**src/rtl/pixel_writer_pkg.sv**
```systemverilog
// rtl/pixel_writer_pkg.sv - shared FSM encoding, frame layout and command-byte helper
package pixel_writer_pkg;

  typedef enum logic [1:0] {
    IDLE = 2'd0,
    CMD  = 2'd1,
    XB   = 2'd2,
    YB   = 2'd3
  } state_t;

  localparam logic [7:0] CMD_BASE_DEFAULT = 8'hA0;

  // FIFO entry layout: {color[1:0], x[7:0], y[7:0]}
  localparam int PIX_W = 18;

  function automatic logic [7:0] cmd_byte(input logic [7:0] base, input logic [1:0] color);
    return base | {6'b0, color};
  endfunction

endpackage

```
**src/rtl/pixel_fifo.sv**
```systemverilog
// rtl/pixel_fifo.sv - synchronous FIFO with extra-bit pointers and show-ahead read
module pixel_fifo #(
  parameter int WIDTH = 18,
  parameter int DEPTH = 4
) (
  input  logic             clk,
  input  logic             rst_n,
  input  logic             push,
  input  logic             pop,
  input  logic [WIDTH-1:0] wdata,
  output logic [WIDTH-1:0] rdata,
  output logic             full,
  output logic             empty
);

  localparam int AW = $clog2(DEPTH);
  localparam logic [AW:0] PTR_ONE = 1;

  logic [AW:0]      wr_ptr;
  logic [AW:0]      rd_ptr;
  logic [WIDTH-1:0] mem [DEPTH];
  logic             do_push;
  logic             do_pop;

  // A push into a full FIFO is still taken when a pop frees a slot in the same cycle
  assign do_pop  = pop && !empty;
  assign do_push = push && (!full || do_pop);

  assign empty = (wr_ptr == rd_ptr);
  assign full  = (wr_ptr[AW] != rd_ptr[AW]) && (wr_ptr[AW-1:0] == rd_ptr[AW-1:0]);
  assign rdata = mem[rd_ptr[AW-1:0]];

  // Pointer update; the top bit separates full from empty when the indices match
  always_ff @(posedge clk or negedge rst_n) begin
    if (!rst_n) begin
      wr_ptr <= '0;
      rd_ptr <= '0;
    end else begin
      if (do_push) wr_ptr <= wr_ptr + PTR_ONE;
      if (do_pop)  rd_ptr <= rd_ptr + PTR_ONE;
    end
  end

  // Storage write; contents need no reset because the pointers define validity
  always_ff @(posedge clk) begin
    if (do_push) mem[wr_ptr[AW-1:0]] <= wdata;
  end

endmodule

```
**src/rtl/pixel_writer.sv**
```systemverilog
// rtl/pixel_writer.sv - buffers pixels and serialises each as cmd/x/y bytes on the link
module pixel_writer
  import pixel_writer_pkg::*;
#(
  parameter int         DEPTH    = 4,
  parameter logic [7:0] CMD_BASE = CMD_BASE_DEFAULT
) (
  input  logic       clk,
  input  logic       rst_n,
  input  logic       pixel_valid,
  input  logic [7:0] x_in,
  input  logic [7:0] y_in,
  input  logic [1:0] color,
  output logic [7:0] tx_data,
  output logic       tx_valid,
  input  logic       tx_ready,
  output logic       fifo_full,
  output logic       idle,
  output logic       overflow,
  input  logic       clr_overflow
);

  state_t           state;
  logic [PIX_W-1:0] frame;
  logic [PIX_W-1:0] head;
  logic             full;
  logic             empty;
  logic             pop_req;

  // Pop when starting a frame from IDLE, or back-to-back when the last byte is accepted
  assign pop_req = !empty && ((state == IDLE) || ((state == YB) && tx_ready));

  assign fifo_full = full;
  assign idle      = (state == IDLE) && empty;

  pixel_fifo #(
    .WIDTH (PIX_W),
    .DEPTH (DEPTH)
  ) u_fifo (
    .clk   (clk),
    .rst_n (rst_n),
    .push  (pixel_valid),
    .pop   (pop_req),
    .wdata ({color, x_in, y_in}),
    .rdata (head),
    .full  (full),
    .empty (empty)
  );

  // Frame FSM: registered tx_valid/tx_data, held while the link stalls
  always_ff @(posedge clk or negedge rst_n) begin
    if (!rst_n) begin
      state    <= IDLE;
      frame    <= '0;
      tx_valid <= 1'b0;
      tx_data  <= 8'h00;
    end else begin
      case (state)
        IDLE: begin
          if (!empty) begin
            frame    <= head;
            tx_data  <= cmd_byte(CMD_BASE, head[17:16]);
            tx_valid <= 1'b1;
            state    <= CMD;
          end
        end
        CMD: begin
          if (tx_ready) begin
            tx_data <= frame[15:8];
            state   <= XB;
          end
        end
        XB: begin
          if (tx_ready) begin
            tx_data <= frame[7:0];
            state   <= YB;
          end
        end
        YB: begin
          if (tx_ready) begin
            if (!empty) begin
              frame    <= head;
              tx_data  <= cmd_byte(CMD_BASE, head[17:16]);
              tx_valid <= 1'b1;
              state    <= CMD;
            end else begin
              tx_valid <= 1'b0;
              tx_data  <= 8'h00;
              state    <= IDLE;
            end
          end
        end
        default: begin
          tx_valid <= 1'b0;
          state    <= IDLE;
        end
      endcase
    end
  end

  // Sticky drop flag; a clear wins over a drop in the same cycle
  always_ff @(posedge clk or negedge rst_n) begin
    if (!rst_n) begin
      overflow <= 1'b0;
    end else if (clr_overflow) begin
      overflow <= 1'b0;
    end else if (pixel_valid && full && !pop_req) begin
      overflow <= 1'b1;
    end
  end

endmodule
```
**config.mk**
```make
export PLATFORM = sky130hd
export DESIGN_NAME = pixel_writer
export DESIGN_NICKNAME = d
export VERILOG_FILES = /design/src/rtl/pixel_writer_pkg.sv /design/src/rtl/pixel_fifo.sv /design/src/rtl/pixel_writer.sv
export SDC_FILE = /design/constraint.sdc
export NUM_CORES = 1
export LEC_CHECK = 0
export BUFFER_PORTS_ARGS = -buffer_cell sky130_fd_sc_hd__buf_2
export CORE_MARGIN = 2
export CORE_UTILIZATION = 40
export DETAILED_ROUTE_END_ITERATION = 16
export PLACE_DENSITY = 0.56
export SYNTH_ARGS = -nofsm -noshare
export SYNTH_HDL_FRONTEND = slang
export SYNTH_SLANG_ARGS = --single-unit
```
**constraint.sdc**
```tcl
create_clock -name clk -period 3.4 [get_ports clk]
set_clock_uncertainty 0.15 [all_clocks]
set_input_delay 0.68 -clock clk [delete_from_list [all_inputs] [get_ports clk]]
set_output_delay 0.68 -clock clk [all_outputs]
set_load 0.05 [all_outputs]
```
# After elaboration in Yosys (flattened, before gate mapping)

Memories as Yosys holds them, arrays and structs flattened.
Cells that the tools add are included.

Muxes and demuxes: 23
$add $sub $neg: 2
Reduce and logical (&&, ||, !) cells: 19
Equality and inequality tests: 10

Operator list:

| kind                                                                   | number |
|---|---|
| 8-bit two-way mux                                                      | 5 |
| 18-bit two-way mux                                                     | 2 |
| 18-bit one-hot mux with 2 select lines                                 | 1 |
| 8-bit one-hot mux with 4 select lines                                  | 1 |
| 1-bit logical AND                                                      | 8 |
| 1-bit two-way mux                                                      | 8 |
| 2-bit two-way mux                                                      | 4 |
| 2-bit != test (second input constant)                                  | 4 |
| 2-bit one-hot mux with 4 select lines                                  | 1 |
| 3-bit by 1-bit adder with 3-bit output (second input constant)         | 2 |
| 2-bit equality test (second input constant)                            | 2 |
| 4-bit AND reduction                                                    | 1 |
| 2-bit nonzero test                                                     | 2 |
| 3-bit equality test                                                    | 1 |
| 1-bit logical NOT                                                      | 3 |
| 3-bit AND reduction                                                    | 1 |
| 2-bit by 1-bit equality test with 1-bit output (second input constant) | 1 |
| 2-bit equality test                                                    | 1 |
| 2-bit logical NOT                                                      | 1 |
| 1-bit logical OR                                                       | 2 |
| 1-bit one-hot mux with 2 select lines                                  | 1 |
| 2-bit AND reduction                                                    | 1 |
| 1-bit != test                                                          | 1 |

Flip-flop bits (word level): 36
Logic and storage cells: 62
Memories kept: 1
Output and inout port bits: 12
RAM bits: 72
Bits of input ports: 23

Memories:

| name       | words | bits a word | rd ports | clocked after memory_dff | wr ports | line             | RTL |
|---|---|---|---|---|---|---|---|
| u_fifo.mem | 4     | 18          | 1        | 0                        | 1        | pixel_fifo.sv:21 | `logic [WIDTH-1:0] mem [DEPTH];` |

# Longest topological paths before layout

Gate-level depths: netlist of run 1.

Depth after elaboration: 9
Gate-level depth with buffers: 7
Gate-level depth less buffers: 6

# Cells and area by module

A second synthesis of run 1 with hierarchy kept.

Cells, all modules: 249
Area total of the unflattened synthesis: 4443.0 sq um

Modules (own cells, without submodules):

| module       | area an instance (sq um) | cells each | seq. area each (sq um) | instances |
|---|---|---|---|---|
| pixel_fifo   | 3034.2                   | 140        | 2312.2                 | 1 |
| pixel_writer | 1408.9                   | 109        | 700.7                  | 1 |

# Least setup slack after synthesis of run 1

Ideal clock, no wire load.

Kind: register to register
Start point: register state[0]
End point: memory u_fifo.mem[3][0] (enable)
Buffers on the path: 0
Setup slack: 1020 ps
Arrival: 1853 ps
Setup time: 377 ps
Stages on the path, launching flop included: 6
Required time: 2873 ps
Clock period less this slack: 2380 ps
Cells stage by stage: dfrtp_1 -> inv_1 -> ha_1 -> a21oi_1 -> a41oi_1 -> and2_1

Longest elaborated chain between the ends: 9
Elaborated cells between the ends (all ways): 10
Those cells by class: eq/ne (1); mux (2); reduce/logical (7)

RTL lines:

| what                                        | line               | RTL |
|---|---|---|
| start, declared                             | pixel_writer.sv:23 | `state_t state;` |
| start signal, assigned                      | pixel_writer.sv:53 | `state <= IDLE;` |
| start signal, assigned                      | pixel_writer.sv:64 | `state <= CMD;` |
| start signal, assigned                      | pixel_writer.sv:70 | `state <= XB;` |
| 2-bit equality test                         | pixel_writer.sv:31 | `assign pop_req = !empty && ((state == IDLE) \|\| ((state == YB) && tx_ready));` |
| 1-bit logical AND                           | pixel_writer.sv:31 |  |
| 1-bit logical OR (*)                        | pixel_writer.sv:31 |  |
| 1-bit logical AND (*)                       | pixel_writer.sv:31 |  |
| 1-bit logical AND (*)                       | pixel_fifo.sv:26   | `assign do_pop = pop && !empty;` |
| 1-bit logical OR (*)                        | pixel_fifo.sv:27   | `assign do_push = push && (!full \|\| do_pop);` |
| 1-bit logical AND (*)                       | pixel_fifo.sv:27   |  |
| 1-bit two-way mux (*)                       | pixel_fifo.sv:46   | `if (do_push) mem[wr_ptr[AW-1:0]] <= wdata;` |
| 1-bit two-way mux (implied by the code) (*) | pixel_fifo.sv:46   |  |
| end, declared                               | pixel_fifo.sv:21   |  |

Mark *: on every way between the ends. The rest lies on a longest branch, timed or not.

# Final worst setup path of run 1

Start point: register u_fifo.wr_ptr[1]
End point: output port idle

Longest elaborated chain between the ends: 2

RTL lines:

| what                   | line               | RTL |
|---|---|---|
| start, declared        | pixel_fifo.sv:19   | `logic [AW:0] wr_ptr;` |
| start signal, assigned | pixel_fifo.sv:39   | `if (do_push) wr_ptr <= wr_ptr + PTR_ONE;` |
| 3-bit equality test    | pixel_fifo.sv:29   | `assign empty = (wr_ptr == rd_ptr);` |
| 1-bit logical AND      | pixel_writer.sv:34 | `assign idle = (state == IDLE) && empty;` |
| end, declared          | pixel_writer.sv:18 | `output logic idle,` |

Every way passes these cells.

==> out/summary.log, run 1 <==
INFO  worst_setup_path critical_path.endpoint=idle
INFO  die            start_util=0.4145
INFO  clock_network  htree_levels=3
INFO  yosys          postSynthNetCount=260
INFO  worst_setup_path critical_path_peak_fanout=6
INFO  flow_run       maxCapViolCount=0
INFO  timing         finalWorstPathRequiredPeriod=2865ps
INFO  timing         report.final.hold_viol_count=0
INFO  cells_and_area fill_cells=899
INFO  yosys          post_synth_instance_area=4318squm
INFO  power          vdd_drop_max=0.5602mV
INFO  die            ioPinCount=35
INFO  die            dieArea=11640squm
INFO  clock_network  holdBufCountCts=0
INFO  global_route   grt_antenna_before_repair=0
INFO  placement      numPortBuffers=34
INFO  timing         post-route-period-util=0.8428
INFO  worst_setup_path worst-endpoint-required=2570ps
INFO  yosys          synth.yosys.seq_area_share=0.6978
INFO  drt            drc=0
INFO  clock_network  clkTransAtPathRegs=110ps
INFO  global_route   grt_first_pass_wirelength=12660um
INFO  yosys          ys_seq_elements=106
INFO  timing         setup_tns=0ps
INFO  worst_setup_path worst_r2r_endpoint=u_fifo.mem[3][17]
INFO  placement      dpl.hpwl=5105um
INFO  die            num_rows=37
INFO  drt            first_iter_violations=101
INFO  timing         timing.slew.headroom=0.4416
INFO  cells_and_area antenna_cells_inserted=0
INFO  clock_network  clock_sink_count=106
INFO  worst_setup_path endpoint_kind=output port
INFO  worst_setup_path crit_path_start=u_fifo.wr_ptr[1]
INFO  drt            detailedRoute.firstPassIterationCount=4
INFO  yosys          synth.largest_area_cell=sky130_fd_sc_hd__edfxtp_1
INFO  timing         clock.fmax=349.0MHz
INFO  cells_and_area layout-drive-gt1-share=0.3813
INFO  timing         rsz0062_at_grt=no
INFO  clock_network  cts_made_buffers=9
INFO  worst_hold_path worst_hold_path_type=input port to asynchronous set/reset pin
INFO  yosys          post_synth_inst_count=227
INFO  clock_network  cts_tree=built
INFO  die            fp.dieW=107.9um
INFO  power          power.density_cell_area=1016nW/um^2
INFO  drt            detail_route.wirelength=8038um
INFO  worst_setup_path cp_data_arrival_time=2040ps
INFO  clock_network  clock_insertion_delay_worst_skew=370ps
INFO  drt            routed_via_density=5.133
INFO  clock_network  cts_post_setup_buffers_inserted=0
INFO  die            placeableCoreArea=10420squm
INFO  cells_and_area final_net_count=306
INFO  drt            route.vias.total=2125
INFO  yosys          cell_types_occupying_the_most_area_after_synthesis=sky130_fd_sc_hd__edfxtp_1 (50%), sky130_fd_sc_hd__dfrtp_1 (20%), sky130_fd_sc_hd__mux4_2 (9.4%), sky130_fd_sc_hd__mux2_2 (4.2%), sky130_fd_sc_hd__mux2_4 (3.5%)
INFO  yosys          synthesis_warning_total=0
INFO  yosys          fraction_of_post_synthesis_cell_area_in_the_top_cell_type_by_area=0.5007
INFO  timing         worst-slew-pin-transition=837.7ps
INFO  power          p_leak=1.862nW
INFO  yosys          syn_avg_cell_area=19.02squm
INFO  global_route   gr-total-overflow=0
INFO  drt            average_wire_per_cell_in_the_routed_design=19.42um
INFO  drt            antenna_left=0
INFO  status         outcome=complete, no violations
INFO  die            overall_die_height=107.9um
INFO  worst_setup_path critical_path.startpoint_type=flop
INFO  timing         slew_viol_final=0
INFO  timing         final-setup-viol-count=0
INFO  clock_network  max-clock-path-buffers=2
INFO  global_route   first_global_vias=2256
INFO  cells_and_area multi_input_comb_area=1227squm
INFO  placement      gpl.final_weighted_congestion=0.7005
INFO  global_route   grt_max_degree=35
INFO  placement      placement.setup.worst_slack=852.7ps
INFO  worst_setup_path reg2regPathDepth=6
INFO  cells_and_area ff_latch_area=3013squm
INFO  clock_network  cts.repair.resized=0
INFO  worst_setup_path worstReg2RegStart=state[0]
INFO  timing         final.setup.worst_slack=534.6ps
INFO  global_route   globalRouteTotalUtil=0.1512
INFO  clock_network  cts_root_buf=sky130_fd_sc_hd__clkbuf_8
INFO  worst_setup_path reg2reg_setup_slack=860ps
INFO  worst_setup_path criticalPathCategory=flop to output port
INFO  cells_and_area area_growth_syn_to_layout=13.47%
INFO  yosys          synth_unique_cells=31
[final cells by class]
cell class | count | share of cell area
Sequential cell | 106 | 0.6149
Multi-Input combinational cell | 106 | 0.2505
Timing Repair Buffer | 44 | 0.05005
Tap cell | 136 | 0.03473
Clock buffer | 9 | 0.02528
Clock inverter | 7 | 0.01992
Inverter | 6 | 0.004597
[flip-flops by register name, summed over array words and instances (netlist names)]
register,cells
u_fifo.mem,72
overflow,1
tx_valid,1
u_fifo.rd_ptr,3
u_fifo.wr_ptr,3
frame,16
tx_data,8
state,2
[logic make-up (layout without fill, tap and decap cells)]
logic type,after synthesis,in the layout,share of synthesized area
compound gates,22,22,0.04115
fa+ha+maj,10,10,0.02898
buf+inv,15,66,0.01796
mux,44,44,0.1704
flops,106,106,0.6978
simple gates,22,22,0.02753
xor+xnor,8,8,0.01623
[per-stage QoR]
step                      total power [mW]    util  std cells  instance area [sq um]  hold slack [ps]
after floorplan                      3.707       -        227                   4318            234.4
after global placement               4.190  0.4491        398                   4678            335.6
after detailed placement             4.225  0.4491        398                   4678            344.3
after CTS                            5.063  0.4704        414                   4900            270.3
after global routing                 5.284  0.4704        414                   4900            278.3
final                                4.977  0.4704        414                   4900            241.4
[power by group]
group	leakage (nW)	switching, mW	total (mW)	internal [mW]
Combinational	0.685	1.15	2.18	1.02
Clock	0.110	0.462	0.824	0.362
Sequential	1.07	0.174	1.97	1.80
Total	1.86	1.79	4.98	3.19
[how the worst min path moves through the flow]
stage,start,endpoint,slack (ps),cells after the start
after CTS,rst_n,frame[1],270,1
final,rst_n,state[0],240,1
after detailed placement,tx_data[1],tx_data[1],340,1
after global placement,overflow,overflow,340,2
after global routing,clr_overflow,overflow,280,2
after floorplan,rst_n,frame[0],230,0
[critical path: stages (launching register included)]
cell and delay (ps):
sky130_fd_sc_hd__dfrtp_1 450, sky130_fd_sc_hd__xnor2_1 360, sky130_fd_sc_hd__and3_1 440, sky130_fd_sc_hd__and2_1 170
sky130_fd_sc_hd__buf_2 250
[routing by layer]
metal	share of wire	up-vias	global-route usage
li1	-	978	-
met1	0.46	1108	0.2014
met2	0.50	34	0.2489
met3	0.028	5	0.03995
met4	0.0075	0	0.03571
met5	0	-	0
[synthesized netlist by cell type]
library cell / instances
sky130_fd_sc_hd__xor2_1: 3
sky130_fd_sc_hd__nor2b_1: 2
sky130_fd_sc_hd__a21oi_4: 1
sky130_fd_sc_hd__nand2_1: 2
sky130_fd_sc_hd__nor2_1: 9
sky130_fd_sc_hd__o21ai_0: 1
sky130_fd_sc_hd__a221o_1: 2
sky130_fd_sc_hd__dfrtp_1: 34
sky130_fd_sc_hd__a2bb2oi_1: 1
sky130_fd_sc_hd__a211oi_1: 1
sky130_fd_sc_hd__o2bb2ai_1: 4
sky130_fd_sc_hd__a41oi_1: 2
sky130_fd_sc_hd__clkbuf_1: 4
sky130_fd_sc_hd__buf_1: 1
sky130_fd_sc_hd__ha_1: 10
sky130_fd_sc_hd__mux2_4: 10
sky130_fd_sc_hd__xnor2_1: 5
sky130_fd_sc_hd__buf_8: 1
sky130_fd_sc_hd__a22oi_1: 6
sky130_fd_sc_hd__edfxtp_1: 72
sky130_fd_sc_hd__and3_1: 2
sky130_fd_sc_hd__and2_1: 5
sky130_fd_sc_hd__nor3_1: 1
sky130_fd_sc_hd__buf_6: 1
sky130_fd_sc_hd__nor3_4: 1
sky130_fd_sc_hd__mux2_2: 16
sky130_fd_sc_hd__a31oi_1: 2
sky130_fd_sc_hd__inv_1: 6
sky130_fd_sc_hd__buf_2: 2
sky130_fd_sc_hd__a21oi_1: 2
sky130_fd_sc_hd__mux4_2: 18
[cells in the final DEF, fill, tap and decap left out, drive strengths merged, types with 6 or more instances in the layout]
master and count:
nor2 9, mux4 18, a22oi 6, ha 10, mux2 26, inv 9
buf 44, dfrtp 34, edfxtp 72, clkbuf 9
(Power assumes the default switching activity.)
==> inputs of run 2 (changes only) <==
PLACE_DENSITY = 0.58   (was 0.56)
clock period = 2.6 ns   (was 3.4 ns; I/O delays follow)
==> out/summary.log, run 2 (synthesis results as in run 1) <==
INFO  timing         clock.fmax=402.6MHz
INFO  timing         final-setup-viol-count=0 [unchanged]
INFO  clock_network  cts_post_setup_buffers_inserted=0 [unchanged]
INFO  drt            detail_route.wirelength=7644um [was 8038 um]
INFO  drt            drc=0 [unchanged]
INFO  timing         worst-slew-pin-transition=754.9ps [was 837.7 ps]
INFO  worst_setup_path critical_path.startpoint_type=flop [unchanged]
INFO  worst_setup_path worst-path-buf-inv=1 [unchanged]
INFO  global_route   globalRouteTotalUtil=0.1452 [was 0.1512]
INFO  timing         slew_viol_final=0 [unchanged]
INFO  global_route   first_global_vias=2205 [was 2256]
INFO  worst_setup_path criticalPathCategory=flop to output port [unchanged]
INFO  worst_setup_path cp_data_arrival_time=1810ps [was 2040 ps]
INFO  timing         finalWorstPathRequiredPeriod=2484ps
INFO  clock_network  clkTransAtPathRegs=100ps [was 110 ps]
INFO  drt            detailedRoute.firstPassIterationCount=5 [was 4]
INFO  cells_and_area largest_register_ffs=72 [unchanged]
INFO  clock_network  cts_tree=built [unchanged]
INFO  power          net-switching-power=2.323mW [was 1.791 mW]
INFO  worst_hold_path worst_hold_path_type=input port to asynchronous set/reset pin [unchanged]
INFO  timing         rsz0062_at_grt=no [unchanged]
INFO  power          p_comb_frac=0.446 [was 0.438]
INFO  worst_setup_path highest_cell_delay_on_the_worst_timing_path=460ps [was 450 ps]
INFO  timing         report.final.hold_viol_count=0 [unchanged]
INFO  cells_and_area area_growth_syn_to_layout=14.63% [was 13.47%]
INFO  timing         setup_tns=0ps [unchanged]
INFO  clock_network  clock_insertion_delay_worst_skew=360ps [was 370 ps]
INFO  global_route   gr-total-overflow=0 [unchanged]
INFO  drt            average_wire_per_cell_in_the_routed_design=18.51um [was 19.42 um]
INFO  placement      dpl.hpwl=5013um [was 5105 um]
INFO  worst_setup_path critical_path_peak_fanout=6 [unchanged]
INFO  status         outcome=complete, no violations [unchanged]
INFO  global_route   grt_antenna_before_repair=0 [unchanged]
INFO  cells_and_area layout-drive-gt1-share=0.3899 [was 0.3813]
INFO  power          pwr-share-clk=0.159 [was 0.166]
INFO  worst_setup_path worst_path_max_delay_cell=sky130_fd_sc_hd__dfrtp_1 [unchanged]
INFO  global_route   grt_first_pass_wirelength=12280um [was 12660 um]
INFO  global_route   grt_max_degree=35 [unchanged]
INFO  cells_and_area mostFrequentLayoutCell=sky130_fd_sc_hd__edfxtp_1 [unchanged]
INFO  die            overall_die_height=107.9um [unchanged]
INFO  die            num_rows=37 [unchanged]
INFO  clock_network  cts_made_buffers=9 [unchanged]
INFO  power          power.density_cell_area=1323nW/um^2 [was 1016 nW/um^2]
INFO  placement      numPortBuffers=34 [unchanged]
INFO  worst_setup_path crit_cells=4 [unchanged]
INFO  clock_network  htree_levels=3 [unchanged]
INFO  placement      gpl.final_weighted_congestion=0.7356 [was 0.7005]
INFO  drt            antenna_left=0 [unchanged]
INFO  clock_network  clock_sink_count=106 [unchanged]
INFO  cells_and_area final_net_count=305 [was 306]
INFO  die            start_util=0.4145 [unchanged]
INFO  die            dieArea=11640squm [unchanged]
INFO  power          p_leak=1.877nW [was 1.862 nW]
INFO  timing         post-route-period-util=0.9553
INFO  worst_setup_path reg2reg_setup_slack=380ps [was 860 ps]
INFO  drt            route.vias.total=2085 [was 2125]
INFO  worst_setup_path endpoint_kind=output port [unchanged]
INFO  cells_and_area antenna_cells_inserted=0 [unchanged]
INFO  worst_setup_path crit_chain=xnor2_2, and3_2, and2_1, buf_2 [was xnor2_1, and3_1, and2_1, buf_2]
INFO  power          power_switching_share=0.3546 [was 0.3599]
INFO  clock_network  holdBufCountCts=0 [unchanged]
INFO  worst_setup_path worst-endpoint-required=1930ps [was 2570 ps]
INFO  worst_setup_path cp_top_family=simple AND/OR/NAND/NOR gates [unchanged]
INFO  power          vdd_drop_max=0.7576mV [was 0.5602 mV]
INFO  power          seq_power_share=0.395 [was 0.397]
INFO  drt            first_iter_violations=87 [was 101]
INFO  cells_and_area layout.cells.most_common_list=sky130_fd_sc_hd__edfxtp_1 (72), sky130_fd_sc_hd__dfrtp_1 (34), sky130_fd_sc_hd__buf_2 (34), sky130_fd_sc_hd__mux4_2 (18), sky130_fd_sc_hd__mux2_2 (16) [unchanged]
INFO  timing         timing.slew.headroom=0.4968 [was 0.4416]
INFO  power          cellInternalPower=4.228mW [was 3.186 mW]
INFO  clock_network  cts_root_buf=sky130_fd_sc_hd__clkbuf_8 [unchanged]
INFO  flow_run       maxCapViolCount=0 [unchanged]
INFO  die            fp.dieW=107.9um [unchanged]
INFO  worst_setup_path reg2regPathDepth=7 [was 6]
INFO  die            ioPinCount=35 [unchanged]
INFO  power          total_power_consumption=6.551mW [was 4.977 mW]
INFO  clock_network  max-clock-path-buffers=2 [unchanged]
INFO  die            placeableCoreArea=10420squm [unchanged]
INFO  drt            routed_via_density=5.048 [was 5.133]
[run 2: cell types whose count changed in the layout (fill, tap and decap cells not counted)]
cell	change
sky130_fd_sc_hd__xnor2_2	+2
sky130_fd_sc_hd__and3_1	-1
sky130_fd_sc_hd__clkinv_4	+1
sky130_fd_sc_hd__clkinv_8	-1
sky130_fd_sc_hd__buf_4	-5
sky130_fd_sc_hd__and3_2	+1
sky130_fd_sc_hd__buf_12	+4
sky130_fd_sc_hd__xnor2_1	-2
sky130_fd_sc_hd__inv_8	+1
sky130_fd_sc_hd__inv_6	-2
sky130_fd_sc_hd__clkinv_2	+1
[run 2: power by group through the flow]
stage	registers (mW)	logic (mW)	clock network, mW
2_1_floorplan	2.76	2.08	0
3_3_place_gp	2.60	2.93	0
3_5_place_dp	2.62	2.95	0
4_1_cts	2.58	2.96	1.08
5_1_grt	2.64	3.18	1.14
6_report	2.59	2.92	1.04
[run 2: worst reg2reg max path, cell delays in order, from the launching register on]
cell and delay [ps]:
sky130_fd_sc_hd__dfrtp_1 420, sky130_fd_sc_hd__inv_1 140, sky130_fd_sc_hd__ha_1 310, sky130_fd_sc_hd__a21oi_1 120
sky130_fd_sc_hd__a41oi_1 230, sky130_fd_sc_hd__buf_4 170, sky130_fd_sc_hd__and2_1 200, sky130_fd_sc_hd__buf_12 190
[run 2: worst paths after layout]
kind | startpoint | endpoint
hold / removal | rst_n | u_fifo.rd_ptr[0]
setup reg to reg | state[0] | u_fifo.mem[2][14]
setup / recovery | u_fifo.wr_ptr[1] | idle
max in group asynchronous | rst_n | frame[4]
hold reg to reg | tx_data[7] | tx_data[7]
min in group clk | clr_overflow | overflow
[run 2: per-stage QoR]
stage                     cells  utilization  worst slack, ps  hold slack, ps  area [sq um]
after detailed placement    397       0.4532            344.5           335.6          4721
after global placement      397       0.4532            390.7           322.6          4721
after CTS                   413       0.4738            10.94           83.57          4935
after global routing        413       0.4752            15.81           106.7          4950
final                       413       0.4752            116.2           54.31          4950
after floorplan             227            -            219.9           74.41          4318
[run 2: final cells by class]
type | count | area (sq um)
fillers | 880 | 5466
clock buffers | 9 | 123.9
clock inverters | 7 | 88.84
well taps | 136 | 170.2
repair buffers | 43 | 287.8
flip-flops and latches | 106 | 3013
inverters | 6 | 22.52
multi-input cells | 106 | 1244
[run 2: metal layers]
layer,vias to the layer above,share of wire,wire (um),GRT usage
met2,36,0.46,3531,0.2192
met1,1070,0.50,3789,0.2082
li1,970,-,-,-
met4,0,0.014,110,0.04945
met5,-,0,0,0
met3,9,0.028,213,0.03329
[run 2: what timing repair did]
| action | 4_1_cts | 5_1_grt |
|---|---|---|
| resized for setup | 1 | 2 |
| cloned | 0 | 0 |
| endpoints found under the setup margin | 1 | 1 |
==> inputs of run 3 (changes only) <==
CORE_UTILIZATION = 53   (was 40)
PLACE_DENSITY = 0.74   (was 0.58)
==> out/summary.log, run 3 (synthesis results as in run 1) <==
INFO  placement      placement.setup.worst_slack=274.3ps [was 344.5 ps]
INFO  timing         worst-slew-pin-transition=791.7ps [was 754.9 ps]
INFO  cells_and_area final_net_count=304 [was 305]
INFO  timing         setup_tns=0ps [unchanged]
INFO  worst_setup_path critical_path_peak_fanout=6 [unchanged]
INFO  cells_and_area antenna_cells_inserted=0 [unchanged]
INFO  drt            drc=0 [unchanged]
INFO  worst_setup_path reg2regPathDepth=6 [was 7]
INFO  clock_network  holdBufCountCts=0 [unchanged]
INFO  drt            routed_via_density=5.675 [was 5.048]
INFO  flow_run       maxCapViolCount=0 [unchanged]
INFO  drt            detailedRoute.firstPassIterationCount=4 [was 5]
INFO  power          vdd_drop_max=0.4464mV [was 0.7576 mV]
INFO  global_route   grt_max_degree=35 [unchanged]
INFO  timing         finalWorstPathRequiredPeriod=2455ps [was 2484 ps]
INFO  drt            route.vias.total=2145 [was 2085]
INFO  cells_and_area layout-drive-gt1-share=0.3841 [was 0.3899]
INFO  die            num_rows=32 [was 37]
INFO  timing         post-route-period-util=0.9443 [was 0.9553]
INFO  worst_setup_path cp_data_arrival_time=1790ps [was 1810 ps]
INFO  timing         final.setup.worst_slack=144.9ps [was 116.2 ps]
INFO  placement      gpl.final_weighted_congestion=0.7419 [was 0.7356]
INFO  clock_network  cts_made_buffers=9 [unchanged]
INFO  cells_and_area area_growth_syn_to_layout=13.27% [was 14.63%]
INFO  worst_setup_path crit_chain=xnor2_1, and3_4, and2_1, buf_2 [was xnor2_2, and3_2, and2_1, buf_2]
INFO  global_route   first_global_vias=2216 [was 2205]
INFO  timing         slew_viol_final=0 [unchanged]
INFO  cells_and_area layout.cells.most_common_list=sky130_fd_sc_hd__edfxtp_1 (72), sky130_fd_sc_hd__dfrtp_1 (34), sky130_fd_sc_hd__buf_2 (34), sky130_fd_sc_hd__mux4_2 (18), sky130_fd_sc_hd__mux2_2 (16) [unchanged]
INFO  die            dieArea=8885squm [was 11640 sq um]
INFO  clock_network  cts_root_buf=sky130_fd_sc_hd__clkbuf_8 [unchanged]
INFO  power          p_leak=1.860nW [was 1.877 nW]
INFO  clock_network  clock_sink_count=106 [unchanged]
INFO  die            overall_die_height=94.26um [was 107.9 um]
INFO  clock_network  max-clock-path-buffers=2 [unchanged]
INFO  status         outcome=complete, no violations [unchanged]
INFO  global_route   grt_first_pass_wirelength=11900um [was 12280 um]
INFO  clock_network  cts_tree=built [unchanged]
INFO  drt            average_wire_per_cell_in_the_routed_design=19.39um [was 18.51 um]
INFO  worst_setup_path endpoint_kind=output port [unchanged]
INFO  global_route   grt_antenna_before_repair=0 [unchanged]
INFO  global_route   gr-total-overflow=0 [unchanged]
INFO  clock_network  htree_levels=3 [unchanged]
INFO  worst_hold_path worst_hold_path_type=input port to asynchronous set/reset pin [unchanged]
INFO  cells_and_area largest_register_ffs=72 [unchanged]
INFO  drt            antenna_left=0 [unchanged]
INFO  worst_setup_path worst-endpoint-required=1930ps [about the same]
INFO  drt            detail_route.wirelength=7329um [was 7644 um]
INFO  drt            first_iter_violations=145 [was 87]
INFO  worst_setup_path criticalPathCategory=flop to output port [unchanged]
INFO  die            start_util=0.5530 [was 0.4145]
INFO  placement      dpl.hpwl=4653um [was 5013 um]
INFO  cells_and_area mostFrequentLayoutCell=sky130_fd_sc_hd__edfxtp_1 [unchanged]
INFO  power          power.density_cell_area=1333nW/um^2 [was 1323 nW/um^2]
INFO  timing         timing.slew.headroom=0.4722 [was 0.4968]
INFO  timing         final-setup-viol-count=0 [unchanged]
INFO  global_route   globalRouteTotalUtil=0.1872 [was 0.1452]
INFO  die            ioPinCount=35 [unchanged]
INFO  die            fp.dieW=94.26um [was 107.9 um]
INFO  power          total_power_consumption=6.518mW [was 6.551 mW]
INFO  timing         report.final.hold_viol_count=0 [unchanged]
INFO  clock_network  cts.repair.resized=1 [unchanged]
INFO  timing         clock.fmax=407.3MHz [was 402.6 MHz]
INFO  placement      numPortBuffers=34 [unchanged]
INFO  clock_network  cts_post_setup_buffers_inserted=0 [unchanged]
INFO  clock_network  clkTransAtPathRegs=100ps [about the same]
INFO  die            placeableCoreArea=7807squm [was 10420 sq um]
INFO  clock_network  clock_insertion_delay_worst_skew=360ps [about the same]
INFO  worst_setup_path worst_path_max_delay_cell=sky130_fd_sc_hd__dfrtp_1 [unchanged]
INFO  timing         rsz0062_at_grt=no [unchanged]
INFO  worst_setup_path critical_path.startpoint_type=flop [unchanged]
INFO  worst_setup_path highest_cell_delay_on_the_worst_timing_path=440ps [was 460 ps]
[run 3: changes by cell type in the layout (fill, tap and decap cells not counted)]
cell	delta
sky130_fd_sc_hd__and3_2	-1
sky130_fd_sc_hd__a41oi_2	+1
sky130_fd_sc_hd__a41oi_1	-1
sky130_fd_sc_hd__xnor2_1	+1
sky130_fd_sc_hd__clkbuf_1	+1
sky130_fd_sc_hd__clkinv_8	-1
sky130_fd_sc_hd__and3_4	+1
sky130_fd_sc_hd__inv_6	+1
sky130_fd_sc_hd__clkinv_4	-1
sky130_fd_sc_hd__xnor2_2	-1
sky130_fd_sc_hd__buf_4	-1
[run 3: layout make-up]
class	count	area, sq um
flip-flops and latches	106	3013
fillers	558	2917
multi-input cells	106	1247
repair buffers	42	280.3
clock buffers	10	127.6
well taps	102	127.6
clock inverters	6	72.57
inverters	6	22.52
[run 3: routing by layer]
layer | vias up | track usage | share of wire
li1 | 972 | - | -
met1 | 1118 | 0.2380 | 0.43
met2 | 49 | 0.3190 | 0.52
met3 | 6 | 0.04896 | 0.038
met4 | 0 | 0.05435 | 0.013
met5 | - | 0 | 0
[run 3: critical path, delay by kind of cell, from the launching register on]
family | cells | cell delay (ps)
AND/OR/NAND/NOR | 2 | 440
flip-flops | 1 | 440
buffers and inverters | 1 | 250
XOR/XNOR | 1 | 290
[run 3: power by group]
group          switching (mW)  leakage [nW]  internal [mW]
registers               0.238          1.07           2.35
clock network           0.556         0.103          0.460
logic                    1.50         0.691           1.41
[run 3: worst paths after layout]
| check | from | endpoint | slack [ps] |
|---|---|---|---|
| max | u_fifo.rd_ptr[2] | idle | 140 |
| min | rst_n | tx_data[1] | 80 |
| min reg2reg | tx_data[3] | tx_data[3] | 360 |
| max reg2reg | state[0] | u_fifo.mem[2][10] | 360 |
| min in group clk | clr_overflow | overflow | 140 |
| max in group asynchronous | rst_n | frame[14] | 1700 |
[run 3: per-stage QoR]
| step | std cells | instance area, sq um | hold WS [ps] | utilization |
|---|---|---|---|---|
| final | 378 | 4891 | 83.95 | 0.6264 |
| after global routing | 378 | 4891 | 112.2 | 0.6264 |
| after CTS | 378 | 4872 | 104.6 | 0.6240 |
| after detailed placement | 362 | 4671 | 345.2 | 0.5982 |
| after global placement | 362 | 4671 | 340.6 | 0.5982 |
| after floorplan | 227 | 4318 | 74.41 | - |
